[src/rtl/spi_wishbone_burst_bridge.sv]
// SPI mode-0 slave to Wishbone master bridge with auto-incrementing
// burst writes, prefetching burst reads, sticky write errors and timeout.
module spi_wishbone_burst_bridge #(
    parameter int ADDR_WIDTH     = 23,
    parameter int DATA_BYTES     = 1,
    parameter int TIMEOUT_CYCLES = 255
) (
    input  logic                    clk_i,
    input  logic                    rst_ni,
    input  logic                    spi_sck,
    input  logic                    spi_ss_n,
    input  logic                    spi_mosi,
    output logic                    spi_miso,
    output logic                    cyc_o,
    output logic                    stb_o,
    output logic                    we_o,
    output logic [ADDR_WIDTH-1:0]   adr_o,
    output logic [8*DATA_BYTES-1:0] dat_o,
    output logic [DATA_BYTES-1:0]   sel_o,
    input  logic [8*DATA_BYTES-1:0] dat_i,
    input  logic                    ack_i,
    input  logic                    err_i,
    input  logic                    rty_i
);

    localparam int DW = 8 * DATA_BYTES;
    localparam int CW = 6;
    localparam int TW = $clog2(TIMEOUT_CYCLES + 1);

    typedef enum logic [1:0] {
        S_HEADER,
        S_WRITE,
        S_READ
    } state_t;

    logic [1:0]            r_sck_s;
    logic [1:0]            r_ss_s;
    logic [1:0]            r_mosi_s;
    logic                  r_sck_q;

    state_t                r_state;
    logic [CW-1:0]         r_cnt;
    logic [ADDR_WIDTH-1:0] r_hdr;
    logic [DW-2:0]         r_wsh;
    logic [DW:0]           r_rsh;
    logic [CW-1:0]         r_rcnt;
    logic [DW:0]           r_hold;
    logic                  r_hold_valid;
    logic [TW-1:0]         r_tmo;
    logic                  r_sticky;
    logic                  r_miso;
    logic                  r_cyc;
    logic                  r_we;
    logic [ADDR_WIDTH-1:0] r_adr;
    logic [DW-1:0]         r_dat;

    logic                  w_edge;
    logic                  w_mosi;
    logic                  w_abort;
    logic [ADDR_WIDTH:0]   w_hdr_next;
    logic [DW-1:0]         w_word;
    logic                  w_tmo_hit;
    logic                  w_term;
    logic                  w_fail;

    assign w_edge     = r_sck_s[1] & ~r_sck_q;
    assign w_mosi     = r_mosi_s[1];
    assign w_abort    = r_ss_s[1];
    assign w_hdr_next = {r_hdr, w_mosi};
    assign w_word     = {r_wsh, w_mosi};
    assign w_tmo_hit  = (r_tmo == TW'(TIMEOUT_CYCLES - 1));
    assign w_term     = r_cyc & (ack_i | err_i | rty_i | w_tmo_hit);
    assign w_fail     = ~ack_i;

    assign spi_miso = r_miso;
    assign cyc_o    = r_cyc;
    assign stb_o    = r_cyc;
    assign we_o     = r_we;
    assign adr_o    = r_adr;
    assign dat_o    = r_dat;
    assign sel_o    = '1;

    // Two-flop synchronisers for the SPI pins plus previous SCK for edge detect.
    always_ff @(posedge clk_i) begin
        if (!rst_ni) begin
            r_sck_s  <= '0;
            r_ss_s   <= 2'b11;
            r_mosi_s <= '0;
            r_sck_q  <= 1'b0;
        end else begin
            r_sck_s  <= {r_sck_s[0], spi_sck};
            r_ss_s   <= {r_ss_s[0], spi_ss_n};
            r_mosi_s <= {r_mosi_s[0], spi_mosi};
            r_sck_q  <= r_sck_s[1];
        end
    end

    // Frame FSM: header decode, write/read bursts, Wishbone cycle control.
    always_ff @(posedge clk_i) begin
        if (!rst_ni || w_abort) begin
            r_state      <= S_HEADER;
            r_cnt        <= '0;
            r_hdr        <= '0;
            r_wsh        <= '0;
            r_rsh        <= '0;
            r_rcnt       <= '0;
            r_hold       <= '0;
            r_hold_valid <= 1'b0;
            r_tmo        <= '0;
            r_sticky     <= 1'b0;
            r_miso       <= 1'b0;
            r_cyc        <= 1'b0;
            r_we         <= 1'b0;
            r_adr        <= '0;
            r_dat        <= '0;
        end else begin
            if (r_cyc) begin
                if (w_term) begin
                    r_cyc <= 1'b0;
                    r_adr <= r_adr + 1'b1;
                    if (r_we) begin
                        if (w_fail) r_sticky <= 1'b1;
                    end else begin
                        r_hold       <= w_fail ? {1'b1, {DW{1'b0}}}
                                               : {1'b0, dat_i};
                        r_hold_valid <= 1'b1;
                    end
                end else begin
                    r_tmo <= r_tmo + 1'b1;
                end
            end
            if (w_edge) begin
                case (r_state)
                    S_HEADER: begin
                        r_hdr <= w_hdr_next[ADDR_WIDTH-1:0];
                        if (r_cnt == CW'(ADDR_WIDTH)) begin
                            r_cnt <= '0;
                            r_we  <= w_hdr_next[ADDR_WIDTH];
                            r_adr <= w_hdr_next[ADDR_WIDTH-1:0];
                            if (w_hdr_next[ADDR_WIDTH]) begin
                                r_state <= S_WRITE;
                            end else begin
                                r_state <= S_READ;
                                r_cyc   <= 1'b1;
                                r_tmo   <= '0;
                            end
                        end else begin
                            r_cnt <= r_cnt + 1'b1;
                        end
                    end
                    S_WRITE: begin
                        r_miso <= r_sticky;
                        r_wsh  <= w_word[DW-2:0];
                        if (r_cnt == CW'(DW - 1)) begin
                            r_cnt <= '0;
                            if (!r_cyc) begin
                                r_dat <= w_word;
                                r_cyc <= 1'b1;
                                r_tmo <= '0;
                            end else begin
                                r_sticky <= 1'b1;
                            end
                        end else begin
                            r_cnt <= r_cnt + 1'b1;
                        end
                    end
                    S_READ: begin
                        if (r_rcnt == '0) begin
                            if (r_hold_valid) begin
                                r_miso       <= 1'b1;
                                r_rsh        <= r_hold;
                                r_rcnt       <= CW'(DW + 1);
                                r_hold_valid <= 1'b0;
                                r_cyc        <= 1'b1;
                                r_tmo        <= '0;
                            end else begin
                                r_miso <= 1'b0;
                            end
                        end else begin
                            r_miso <= r_rsh[DW];
                            r_rsh  <= {r_rsh[DW-1:0], 1'b0};
                            r_rcnt <= r_rcnt - 1'b1;
                        end
                    end
                    default: r_state <= S_HEADER;
                endcase
            end
        end
    end

endmodule

[config.mk]
export PLATFORM = sky130hd
export DESIGN_NAME = spi_wishbone_burst_bridge
export DESIGN_NICKNAME = d
export VERILOG_FILES = /design/src/rtl/spi_wishbone_burst_bridge.sv
export SDC_FILE = /design/constraint.sdc
export NUM_CORES = 1
export LEC_CHECK = 0
export ABC_CLOCK_PERIOD_IN_PS = 2100
export BUFFER_PORTS_ARGS = -buffer_cell sky130_fd_sc_hd__buf_2
export CAP_MARGIN = 0
export CORE_MARGIN = 3
export CORE_UTILIZATION = 40
export DETAILED_ROUTE_END_ITERATION = 16
export GPL_TIMING_DRIVEN = 0
export PLACE_DENSITY = 0.66
export REMOVE_ABC_BUFFERS = 1
export SLEW_MARGIN = 40
export SYNTH_ARGS = -nofsm -noshare
export SYNTH_HDL_FRONTEND = slang
export SYNTH_SLANG_ARGS = --single-unit
[constraint.sdc]
create_clock -name clk_i -period 2.1 [get_ports clk_i]
set_clock_uncertainty 0.2 [all_clocks]
set_input_delay 0.105 -clock clk_i [delete_from_list [all_inputs] [get_ports clk_i]]
set_output_delay 0.105 -clock clk_i [all_outputs]
set_load 0.005 [all_outputs]
Word level (Yosys, flattened, before mapping)
Index checks and enable logic that the tools add are counted.
- flip-flop bits (word level): 113
- bits in read-only memories: 0
- RAM bits: 0
- latch bits: 0
- memories kept: 0
- bits of input ports: 16
- word-level logic and storage cells: 109
- add/subtract/negate cells: 4
- eq/ne operators: 7
- divide/modulo/power cells: 0
- mux-type cells: 54
- multiply operators: 0
- order comparisons: 0
- reduce and logical (&&, ||, !) cells: 16
- shift operators: 0
- bitwise gates (word level): 9
- operators by type and width (cell ; number):
    2-to-1 mux 23 bit ; 5
    2-to-1 mux 8 bit ; 9
    2-to-1 mux 9 bit ; 3
    2-to-1 mux 1 bit ; 26
    2-to-1 mux 6 bit ; 4
    case mux 8 bit (3 select lines) ; 1
    adder 23 x 1 -> 23 bit, second input constant ; 1
    case mux 6 bit (2 select lines) ; 1
    AND reduction 3 bit ; 4
    adder 8 x 1 -> 8 bit, second input constant ; 1
    == test 8 bit, second input constant ; 1
    AND reduction 2 bit ; 4
    adder 6 x 1 -> 6 bit, second input constant ; 1
    == test 6 x 3 -> 1 bit, second input constant ; 1
    == test 6 x 5 -> 1 bit, second input constant ; 1
    logical NOT 6 bit ; 1
    subtractor 6 x 1 -> 6 bit, second input constant ; 1
    2-to-1 mux 2 bit ; 2
    != test 2 bit, second input constant ; 2
    inverter 1 bit ; 4
    case mux 2 bit (2 select lines) ; 1
    AND reduction 4 bit ; 1
    nonzero test 2 bit ; 2
    bitwise OR 1 bit ; 3
    9 further kinds ; 10

Logic depth before layout (Yosys ltp)
Gate-level depths: netlist (run 1).
- depth in word-level cells: 10
- mapped depth: 10
- gate-level depth less buffers: 7

Least setup slack after synthesis (run 1)
Ideal clock, no wire load.
- path kind: register -> register
- start: register r_state[0]
- end: register r_adr[10], in the netlist adr_o[10]
- data required time: 1767 ps
- arrival time: 1741 ps
- stages on the path, launching flop included: 10
- path buffers: 4
- period minus slack after synthesis: 2073 ps
- setup slack: 27 ps
- cells stage by stage: dfxtp_1 > inv_1 > ha_1 > buf_2 > and3b_1 > clkbuf_1 > nand3_1 > buf_2 > buf_1 > a21oi_1
- word-level cells in the longest chain between the ends: 3
- RTL lines (item ; line ; text):
    start: declaration ; 41 ; state_t r_state;
    start signal: assignment ; 101 ; r_state <= S_HEADER;
    start signal: assignment ; 141 ; r_state <= S_WRITE;
    start signal: assignment ; 143 ; r_state <= S_READ;
    logical NOT 2 bit ; 133 ; case (r_state)
    2-to-1 mux 23 bit ; 133 ;
    2-to-1 mux 23 bit ; 132 ; if (w_edge) begin
    end signal: assignment ; 120 ; r_adr <= r_adr + 1'b1;
    end signal: assignment ; 139 ; r_adr <= w_hdr_next[ADDR_WIDTH-1:0];
    end: declaration ; 54 ; logic [ADDR_WIDTH-1:0] r_adr;
No other way between the ends.
A chain may end at the register's enable or synchronous reset.

Worst setup path after layout (run 1)
- start: register r_rcnt[0]
- end: register r_tmo[4]
- word-level cells in the longest chain between the ends: 4
- RTL lines (item ; line ; text):
    start: declaration ; 46 ; logic [CW-1:0] r_rcnt;
    start signal: assignment ; 172 ; r_rcnt <= CW'(DW + 1);
    start signal: assignment ; 182 ; r_rcnt <= r_rcnt - 1'b1;
    logical NOT 6 bit ; 168 ; if (r_rcnt == '0) begin
    2-to-1 mux 8 bit ; 168 ;
    case mux 8 bit (3 select lines) ; 133 ;
    2-to-1 mux 8 bit ; 132 ;
    end signal: assignment ; 129 ; r_tmo <= r_tmo + 1'b1;
    end: declaration ; 49 ; logic [TW-1:0] r_tmo;
No other way between the ends.

==> results of run 1 <==
-- Yosys cell counts (13+ instances only) --
library cell	number
mux2i_1	19
a211oi_1	13
nor2_1	55
xor2_1	16
nand2_1	82
clkbuf_1	24
nand3_1	28
dfxtp_1	113
o21ai_0	31
a21oi_1	69
nand4_1	13
-- worst paths after layout --
path / startpoint / endpoint / cells past startpoint
worst max-delay path: r_rcnt[0]$_SDFFE_PP0P_ / r_tmo[4]$_SDFF_PP0_ / 7
worst min-delay path: r_ss_s[0]$_SDFF_PN1_ / r_ss_s[1]$_SDFF_PN1_ / 1
worst max register to register: r_rcnt[0]$_SDFFE_PP0P_ / r_tmo[4]$_SDFF_PP0_ / 7
worst min register to register: r_ss_s[0]$_SDFF_PN1_ / r_ss_s[1]$_SDFF_PN1_ / 1
-- state kept, by name (all words and copies together) (netlist names), 2 cells and up --
signal	flops
r_wsh	7
r_rcnt	6
r_hdr	23
r_tmo	8
r_sck_s	2
r_hold	9
r_mosi_s	2
adr_o	23
dat_o	8
r_state	2
r_cnt	6
r_ss_s	2
r_rsh	9
-- final cells by class --
type	count	area [um2]
Fill cell	1100	5474
Multi-Input combinational cell	435	2856
Sequential cell	113	2276
Timing Repair Buffer	97	730.7
Clock buffer	22	464.2
Tap cell	168	210.2
Clock inverter	7	62.56
Inverter	10	37.54
-- timing repair --
action | 4_1_cts | 5_1_grt
setup buffers | 15 | 13
hold endpoints to repair | 18 | 0
gates cloned | 4 | 1
gates resized for setup | 28 | 47
pin swaps | 9 | 20
hold buffers | 18 | 0
endpoints found under the setup margin | 71 | 60
-- metal layers --
metal,up-vias,GRT usage,routed length (um)
li1,2264,-,-
met1,2148,0.2238,5755
met2,113,0.2946,6052
met3,17,0.05574,601
met4,0,0.07399,210
met5,-,0,0
-- report_power, final --
| group | internal [mW] | switching, mW | total [mW] | leakage, nW |
|---|---|---|---|---|
| Sequential | 2.15 | 0.00504 | 2.16 | 0.916 |
| Clock | 1.65 | 0.933 | 2.58 | 0.261 |
| Combinational | 0.0602 | 0.0679 | 0.128 | 1.11 |
| Total | 3.86 | 1.01 | 4.87 | 2.29 |
-- cells by family after synthesis --
kind of cell / after synthesis / synth area share
other cells: 1 / 0.0007527
simple gates: 236 / 0.2358
compound gates: 139 / 0.1612
flops: 113 / 0.4540
mux: 19 / 0.03817
buf+inv: 45 / 0.04169
fa+ha+maj: 9 / 0.02260
xor+xnor: 26 / 0.04570
-- per-stage QoR --
step	cells	instance area [um2]	util	setup TNS [ns]	hold slack [ns]
2_1_floorplan	553	4812	-	-25.81	-0.02196
3_3_place_gp	771	5273	0.4353	-103.27	0.09334
3_5_place_dp	772	5321	0.4394	-22.81	0.09314
4_1_cts	838	6356	0.5248	0	0.2160
5_1_grt	852	6638	0.5480	-1.230	0.2483
6_report	852	6638	0.5480	-0.1886	0.2122
-- critical path: cells and delay by family (launching register included) --
kind                     cells  cell delay, ns
AO/OA/AOI/OAI                2            0.38
buffers and inverters        1            0.07
AND/OR/NAND/NOR              3            0.93
flip-flops                   1            0.32
adder cells (fa/ha/maj)      1            0.12
==> impl.org, run 1 <==
** Outcome
- The run finished, with violations left.
- The final reports fail on setup timing.

** Timing
- Final worst-path cycle share :: 1.017
- Max Slew Vio Count :: 0
- Slew at the pin closest to its max-slew limit :: 0.7454 ns
- Timing would allow up to 468.4 MHz.
- In the post-route analysis, the smallest setup slack over all paths is -0.03503 ns.
- Number of setup violations in the final report :: 8
- Setup repair after global routing could not meet its margin everywhere.
- Slew headroom :: 0.5024
- Final Hold Violating Endpoints :: 0
- The smallest clock period supported by the final layout is computed as between 2 and 2.5 ns.

** Route
- Final antenna-violating net count :: 0
- The detailed router placed 4,542 vias in this run.
- Dividing the detail-routed wire length by the instance count gives 14.81 um.
- The routed design has around 13 mm of wire.
- Number of detailed-route iterations in the first pass :: 5
- Remaining design rule violation count :: 0
- Vias per cell :: around 5.3
- Detailed Route Iter0 Violations :: 295

** Place
- Worst Setup Slack post-DPL :: -0.5469 ns
- Hpwl dp :: between 7 and 8 mm
- Routability-driven placement congestion ratio :: 0.8129
- Buffers added on ports :: 50

** Critical path
- In this run the register-to-register setup slack is -0.04 ns.
- Cell with the largest stage delay on the worst path :: or4b_4
- Cells along the critical path :: inv_2 > ha_4 > or4b_4 > nand3b_1 > nand2_1 > a41o_4 > a211oi_2
- Critical path launch point type :: register
- The worst setup path is captured at a register.
- Of all nets on the critical path, the largest fanout is 8.
- Worst Path Arrival :: around 2.2 ns
- The critical path is of the reg2reg type.
- In this design, the stage delay of the slowest critical-path cell is 0.50 ns.
- Endpoint required time on the critical path :: about 2.2 ns

** Clock network
- In this run the deepest clock path goes through 2 buffers.
- The clock drives 113 sinks.
- In this run the clock root is driven by a clkbuf_16.
- Clock-pin slew on the worst setup and hold paths :: ~0.050 ns
- Deepest level of the CTS H-tree :: 4
- Latest clock arrival within the worst-skew pair :: between 0.4 and 0.5 ns
- TritonCTS built the clock tree.
- Counting the buffers created by CTS gives 17.

** Logic synthesis
- Proportion of synthesized chip area in sequential cells :: 0.4540
- A synthesized cell averages 8.473 um2.
- Syn. warnings :: 0
- Of the post-synthesis cell area, the dominant cell type holds 0.4540.
- Synthesis handed over a netlist of 588 instances.
- Yosys mapped the design onto 58 distinct sky130hd cell types.
- Counting flops with a built-in enable in the synthesized netlist gives 0.
- Of all cell types, the one taking the most synthesized area is dfxtp_1.
- Among all flip-flop cells after synthesis, the most frequent one is dfxtp_1.
- Synth Register Bits :: roughly 110
- Biggest area contributors in the synthesized netlist :: dfxtp_1, a21oi_1, nand2_1
- Post-Syn Area :: 4982 um2
- Async set or reset register ratio after synthesis :: 0

** Finish
- Share of cells above drive strength 1 :: 0.2500
- After the last flow step, the layout net total stands at 699.
- The library cell used most frequently in the layout, excluding fill and tap cells, is dfxtp_1.
- Post-synthesis to final-layout area growth :: 33.22%
- Leaving out fill and tap cells, the most frequent cells in the layout are dfxtp_1, nand2_1, a21oi_1.
- Antenna diodes :: 0

** Global routing
- The number of global-route vias before repair was approximately 4,200.
- The first global-routing pass estimated 20.54 mm of wire.
- Antenna violations before repair :: 0
- Aggregate global-route resource usage :: 0.1812
- Global routing finished with a remaining overflow of 0.
- Entering global routing, the biggest net connects 45 pins.

** Worst hold path
- The path class of the tightest hold or removal check is reg2reg.

** Floorplan
- Die Outline Area :: 13,830 um2
- Cell row count :: 40
- For this design the top-level I/O count stands at 52.
- Effective utilization at floorplan :: 0.4114
- From left edge to right edge, the die measures 117.6 um.
- In this run the vertical extent of the chip is 117.6 um.
- The core region is 12,110 um2.

** Power and ir drop
- Post-layout power :: between 4 and 5 mW
- Leakage power of the design :: 2.287 nW
- Maximum VDD drop :: 0.5804 mV
- For this design the ratio of total power to cell area is 733.5 nW/um2.

** Job
- Across the run, the number of max-cap violations was 0.
No activity file was read; power rests on OpenSTA's default activity.
==> run 2: changes to the inputs <==
--- a/config.mk
+++ b/config.mk
@@ -12,7 +12,8 @@
 export CORE_UTILIZATION = 40
 export DETAILED_ROUTE_END_ITERATION = 16
 export GPL_TIMING_DRIVEN = 0
-export PLACE_DENSITY = 0.66
+export PLACE_DENSITY = 0.6
+export RECOVER_POWER = 25
 export REMOVE_ABC_BUFFERS = 1
 export SLEW_MARGIN = 40
 export SYNTH_ARGS = -nofsm -noshare
==> run 2 against run 1 <==
Compared with the run above:
- the flow still finishes with violations (setup timing)
- largest power group unchanged
- largest cell class unchanged
- maximum frequency increased by 1.1%
- global-route usage down 0.16 points
- first-iteration DRC count rose by 3.1%
- sequential share of layout area is 0.46 points lower
- non-clock buffer count is 3 lower
- die area stayed put
==> impl.org, run 2 (same netlist as run 1, synthesis figures left out) <==
** Outcome
- The flow ran to the end, but the final reports show violations.
- The checks that failed: setup timing.

** Clock network
- Clock root buffer :: clkbuf_16
- The tree built by TritonCTS fans out to around 110 sinks.
- Number of buffers added by the clock tree synthesis step :: 17
- After clock tree synthesis, the clock-pin slew on the worst setup and hold paths is about 0.050 ns.
- The clock tree synthesis step divided the H-tree into 4 levels.
- TritonCTS built the clock tree.
- At the later pin of the worst-skew pair, clock insertion delay measures 0.41 ns.
- The clock passes through at most 2 buffers.

** Timing
- Hold_ws :: 0.2207 ns
- Final Hold Violating Endpoints :: 0
- Across all setup checks in the final design, the least slack found is -0.01098 ns.
- Based on the critical path, the design can be clocked at up to between 400 and 500 MHz.
- In this run the tightest slew margin relative to its limit is 0.4554.
- Number of setup violations in the final report :: 4
- For the pin with the worst max-slew slack, the measured transition is between 0.8 and 0.9 ns.
- Setup repair after global routing could not meet its margin everywhere.
- For the finished layout, the period the worst path requires is approximately 2.1 ns.
- The count of final max-slew check failures is 0.
- Final worst-path cycle share :: 1.005

** Finish
- Post-layout instance area :: 6703 um2
- In the final layout, the share of cells above drive strength 1 is 0.2208.
- The top cell types in the final layout, fill and taps aside, are dfxtp_1, nand2_1, a21oi_1.
- Post-synthesis to final-layout area growth :: 34.53%
- Most common cell after layout, fill and taps aside :: dfxtp_1
- Final standard cell count with taps included and fillers excluded :: 852
- After filler insertion, the fill cell instance count of the layout stands at ~1,100.
- For this run, the post-layout net count is 696.
- The number of antenna diodes in the final layout is 0.

** Global routing
- The initial antenna violation count is 0.
- The first global-routing pass estimated 20.36 mm of wire.
- Aggregate global-route resource usage :: 0.1797
- Via count of the first global-routing pass :: between 4,000 and 5,000
- Maximum number of pins on one net before global-route repair :: 48
- Overflow left after global routing :: 0

** Floorplan
- In this run the vertical extent of the chip is 117.6 um.
- The initial utilization of the core area, before any placement, comes to 0.4114.
- Chip width :: 117.6 um
- Die Outline Area :: 13,830 um2
- Cell row count :: 40
- Num ports :: 52
- In this run the standard cell core region covers 12,110 um2.

** Route
- After detailed routing, the number of remaining DRC violations is 0.
- Final antenna-violating net count :: 0
- DR WL/cell :: 14.94 um
- Aggregate routed wire length :: roughly 13 mm
- The pre-antenna-repair detailed-routing pass consisted of 5 iterations.
- Vias per cell :: 5.356
- Summing over every cut layer, the via total after detailed routing is roughly 4,600.
- After the first detailed-routing iteration, the DRC count stood at 304.

** Worst hold path
- The min-delay analysis places its worst path in the category reg2reg.

** Power and ir drop
- Leakage power of the design :: between 2 and 2.5 nW
- Total power per unit cell area :: roughly 800 nW/um2
- IR analysis of the VDD net gives a maximum drop of 0.5714 mV.

** Critical path
- The critical path in this run is classified as reg2reg.
- STA classifies the critical path startpoint as a register.
- Worst Path Arrival :: 2.21 ns
- Critical path endpoint category :: register
- R2R Setup Slk :: -0.01 ns
- Highest fanout seen on the critical path :: 8
- At the worst endpoint, the required time is about 2.2 ns.

** Place
- Cell Count Post-Placement :: 772
- Once placement finished, the instance area stood at roughly 5300 um2.
- Summed over all nets, the half-perimeter wirelength after detailed placement is 7.104 mm.
- Routability-driven placement congestion ratio :: around 0.80
- In this run the tool buffered the top-level ports with 50 buffer cells.

** Job
- Max-capacitance violation count :: 0
==> run 2: cell types whose count changed in the layout (fill, tap and decap cells not counted), moves of 4 or more <==
cell | before | now
buf_2 | 50 | 37
o21ai_1 | 4 | 8
dfxtp_2 | 8 | 4
dfxtp_1 | 104 | 109
clkbuf_1 | 3 | 16
bufinv_16 | 1 | 6
o21ai_0 | 27 | 22
==> run 2: path summary, 6_finish.rpt <==
kind / start / end / depth (start not counted)
worst min-delay path: r_ss_s[0]$_SDFF_PN1_ / r_ss_s[1]$_SDFF_PN1_ / 1
worst max-delay path: r_rcnt[0]$_SDFFE_PP0P_ / r_tmo[3]$_SDFF_PP0_ / 7
worst max register to register: r_rcnt[0]$_SDFFE_PP0P_ / r_tmo[3]$_SDFF_PP0_ / 7
worst min register to register: r_ss_s[0]$_SDFF_PN1_ / r_ss_s[1]$_SDFF_PN1_ / 1
==> run 2: what timing repair did <==
action                     CTS  global route
hold endpoints to repair    18             0
pin swaps                   11            16
setup buffers               14            11
hold buffers                18             0
gates resized for setup     29            43
setup endpoints to repair   72            64
gates cloned                 4             1
==> run 2: critical path, cell delays in order (launching register included) <==
cell and delay, ns:
dfxtp_2 0.32, inv_2 0.08, ha_4 0.13, or4b_4 0.51
nand3b_1 0.30, nand2_1 0.13, a41o_4 0.28, nor2_1 0.06
==> run 2: layer usage <==
layer / wire [um] / global-route usage
met3: 556 / 0.04998
met4: 184 / 0.07033
met5: 0 / 0
met2: 6082 / 0.2814
met1: 5903 / 0.2353
==> run 2: power by group <==
part	total, mW	internal [mW]	leakage, nW	switching (mW)
registers	2.16	2.15	0.913	0.00493
clock network	3.17	2.21	0.318	0.966
logic	0.127	0.0587	1.03	0.0681
==> run 2: layout make-up <==
type	count	area, um2	share of cell area
sequential	113	2267	0.3382
clock buffer	20	436.7	0.06515
inverter	10	37.54	0.005600
tap	168	210.2	0.03136
clock inverter	12	212.7	0.03173
timing repair buffer	94	683.2	0.1019
multi-input combinational	435	2855	0.4260
==> run 2: per-stage QoR <==
step                setup TNS [ns]    util  setup WS [ns]  total power [mW]
floorplan                   -25.81       -        -0.9166             2.238
CTS                              0  0.5317       0.003596             5.496
global placement           -108.26  0.4353         -2.068             2.275
global route                -1.022  0.5534       -0.08170             5.629
detailed placement          -24.24  0.4394        -0.5762             2.281
finish                    -0.02966  0.5534       -0.01098             5.459
==> run 3: changes to the inputs <==
--- a/config.mk
+++ b/config.mk
@@ -11,7 +11,6 @@
 export CORE_MARGIN = 3
 export CORE_UTILIZATION = 40
 export DETAILED_ROUTE_END_ITERATION = 16
-export GPL_TIMING_DRIVEN = 0
 export PLACE_DENSITY = 0.6
 export RECOVER_POWER = 25
 export REMOVE_ABC_BUFFERS = 1
==> run 3 against run 2 <==
Compared with the run above:
- the flow still finishes with violations (setup timing)
- maximum frequency decreased by 1.7%
- hold slack got worse by 0.013 ns
- wire length decreased by 1.2%
- non-clock buffer count increased by 31
- utilization increased by 0.083 points
- critical path depth unchanged
- worst setup slack got worse by 0.037 ns
- largest power group unchanged
==> impl.org, run 3 (same netlist as run 1, synthesis figures left out) <==
** Route
- Overall via count from detail_route :: between 4,000 and 5,000
- Once detail routing completed, the nets flagged for antenna violations numbered 0.
- Aggregate routed wire length :: 12.58 mm
- DR WL/cell :: ~14 um
- Number of detailed-route iterations in the first pass :: 5
- After detailed routing, the number of remaining DRC violations is 0.
- After the first detailed-routing iteration, the DRC count stood at 334.
- In the routed layout, each cell is associated on average with a via count of 5.207.

** Floorplan
- Measured along the y axis, the die boundary spans 117.6 um.
- Chip width :: about 120 um
- The floorplan step defined a core boundary enclosing between 10,000 and 15,000 um2.
- Die Outline Area :: 13,830 um2
- The initial utilization of the core area, before any placement, comes to 0.4114.
- In this run the count of I/O pins placed on the die edge is 52.
- Cell row count :: 40

** Clock network
- Clock-pin slew on the worst setup and hold paths :: roughly 0.05 ns
- Buffer depth of the longest clock path :: 2
- Number of buffers added by the clock tree synthesis step :: 17
- CTS tree :: done
- Latest clock arrival within the worst-skew pair :: 0.41 ns
- Number of clock sinks seen by CTS :: about 110
- The clock tree synthesis step divided the H-tree into 4 levels.
- Clock root buffer :: clkbuf_16

** Power and ir drop
- The analysis attributes to cell leakage a power of ~2.4 nW.
- Of the total power, the clock network draws 0.583.
- Sequential Power Share :: 0.394
- Net switching power :: roughly 1.1 mW
- Maximum VDD drop :: approximately 0.46 mV
- Relative contribution of combinational cells to total power :: 0.022
- Of the total power, the share spent switching nets is 0.1992.
- Design internal power :: 4.374 mW
- Dividing total power by cell area gives a power density of 813.7 nW/um2.

** Finish
- For this run, the share of the core covered by cells in the final layout is 0.5542.
- The library cell used most frequently in the layout, excluding fill and tap cells, is dfxtp_1.
- Once layout is complete, the cells apart from fillers number about 900.
- In the final layout, the share of cells above drive strength 1 is 0.2338.
- The repair_antennas step left the layout with diodes totalling 0.
- Post-synthesis to final-layout area growth :: 34.73%
- Number of fill cells in the layout :: roughly 1,100
- After the last flow step, the layout net total stands at between 700 and 800.
- Top library cells by usage in the layout, fill and taps aside :: dfxtp_1, nand2_1, a21oi_1

** Global routing
- Via count of the first global-routing pass :: 4,302
- Met3 usage in global routing :: 0.05526
- The first global-routing pass estimated 20.51 mm of wire.
- Entering global routing, the biggest net connects 52 pins.
- In the global route stage, overall resource usage came out at 0.1788.
- Overflow left after global routing :: 0
- For met2 alone, demand over resource in global routing was 0.2814.
- M1 GR Usage :: 0.2264
- Busiest grt layer :: met2
- The initial antenna violation count came to 0.

** Critical path
- Cell with the largest stage delay on the worst path :: or4b_4
- Walking the worst path, the cells encountered are inv_2 > ha_4 > or4b_4 > nand3b_1 > a21oi_2 > nor2_1 > a311oi_1.
- STA classifies the critical path startpoint as a register.
- In this run the worst path has a maximum fanout of 6.
- Endpoint required time on the critical path :: 2.21 ns
- Data arrives at the worst endpoint at approximately 2.3 ns.
- The worst setup path is of the reg2reg kind.
- On the worst path, the slowest cell contributes a delay of 0.49 ns.
- The worst setup path is captured at a register.

** Worst hold path
- Hold Path Class :: reg2reg

** Outcome
- Result of the run :: complete, but fails checks
- Failing checks :: setup timing

** Timing
- Slew headroom :: 0.6109
- The routed design could run at a clock period as short as 2.148 ns.
- Slew at the pin closest to its max-slew limit :: 0.5787 ns
- The final-report hold violation count is 0.
- The count of final max-slew check failures came to 0.
- Setup repair after global routing missed its margin :: true
- In the post-route analysis, the smallest setup slack over all paths is -0.04809 ns.
- In the finished design, the share of the clock period the worst path needs comes to 1.023.
- Timing would allow up to 465.5 MHz.
- Setup violations remaining at the end of the flow were counted as 13.

** Place
- Before CTS, the worst setup slack after placement is -0.003670 ns.
- Routability-driven placement congestion ratio :: 0.8124
- Cell Count Post-Placement :: roughly 820
- The count of buffers added on input and output ports is 50.
- Once detailed placement completed, the half-perimeter wirelength came to 8.084 mm.

** Job
- Max-cap violations in this run came to 0.
==> run 3: changes by cell type in the layout (fill, tap and decap cells not counted), moves of 4 or more <==
cell      delta
buf_4       +32
o21ai_0      +7
clkbuf_1     -6
o21ai_1      -5
nand3_4      -4
nor2_1       +4
==> run 3: final cells by class <==
class / instances / area (um2) / share of cell area
flip-flops and latches: 113 / 2266 / 0.3376
multi-input cells: 430 / 2635 / 0.3925
inverters: 10 / 37.54 / 0.005592
clock inverters: 13 / 207.7 / 0.03094
repair buffers: 125 / 903.4 / 0.1346
well taps: 168 / 210.2 / 0.03131
clock buffers: 19 / 452.9 / 0.06747
==> run 3: repair_timing <==
action | in CTS | in global routing
hold buffers | 18 | 0
resized for setup | 7 | 36
endpoints found under the setup margin | 19 | 45
buffers inserted | 2 | 5
gates cloned | 0 | 3
pin swaps | 3 | 16
endpoints found under the hold margin | 18 | 0
==> run 3: path summary, 6_finish.rpt <==
kind / start / endpoint / slack, ns / depth (start not counted)
min reg2reg: r_ss_s[0]$_SDFF_PN1_ / r_ss_s[1]$_SDFF_PN1_ / 0.21 / 1
min: r_ss_s[0]$_SDFF_PN1_ / r_ss_s[1]$_SDFF_PN1_ / 0.21 / 1
max: r_rcnt[0]$_SDFFE_PP0P_ / r_rcnt[3]$_SDFFE_PP0P_ / -0.05 / 7
max reg2reg: r_rcnt[0]$_SDFFE_PP0P_ / r_rcnt[3]$_SDFFE_PP0P_ / -0.05 / 7
==> run 3: per-stage QoR <==
step                area (um2)   TNS [ns]  hold slack [ns]  total power [mW]
finish                    6713    -0.2299           0.2077             5.462
global route              6713     -1.598           0.2358             5.617
CTS                       6535          0           0.2128             5.501
detailed placement        5653  -0.009032          0.08990             2.292
global placement          5653          0          0.08976             2.290
floorplan                 4812     -25.81         -0.02196             2.238
==> run 3: power by group through the flow <==
stage / Combinational (mW) / Clock, mW / Sequential [mW]
after CTS: 0.118 / 3.23 / 2.15
final: 0.121 / 3.19 / 2.15
after global routing: 0.134 / 3.33 / 2.15
after global placement: 0.0898 / 0 / 2.20
after detailed placement: 0.0916 / 0 / 2.20
after floorplan: 0.0386 / 0 / 2.20
==> run 3: critical path: cells and delay by family (launching register included) <==
family,cells,cell delay (ns)
AND/OR/NAND/NOR,3,0.87
AO/OA/AOI/OAI,2,0.45
flip-flops,1,0.32
adder cells (fa/ha/maj),1,0.13
buffers and inverters,1,0.07
==> run 3: metal layers <==
layer | vias to the layer above | part of all wire
li1 | 2284 | -
met1 | 2155 | 0.47
met2 | 112 | 0.47
met3 | 21 | 0.042
met4 | 0 | 0.020
met5 | - | 0
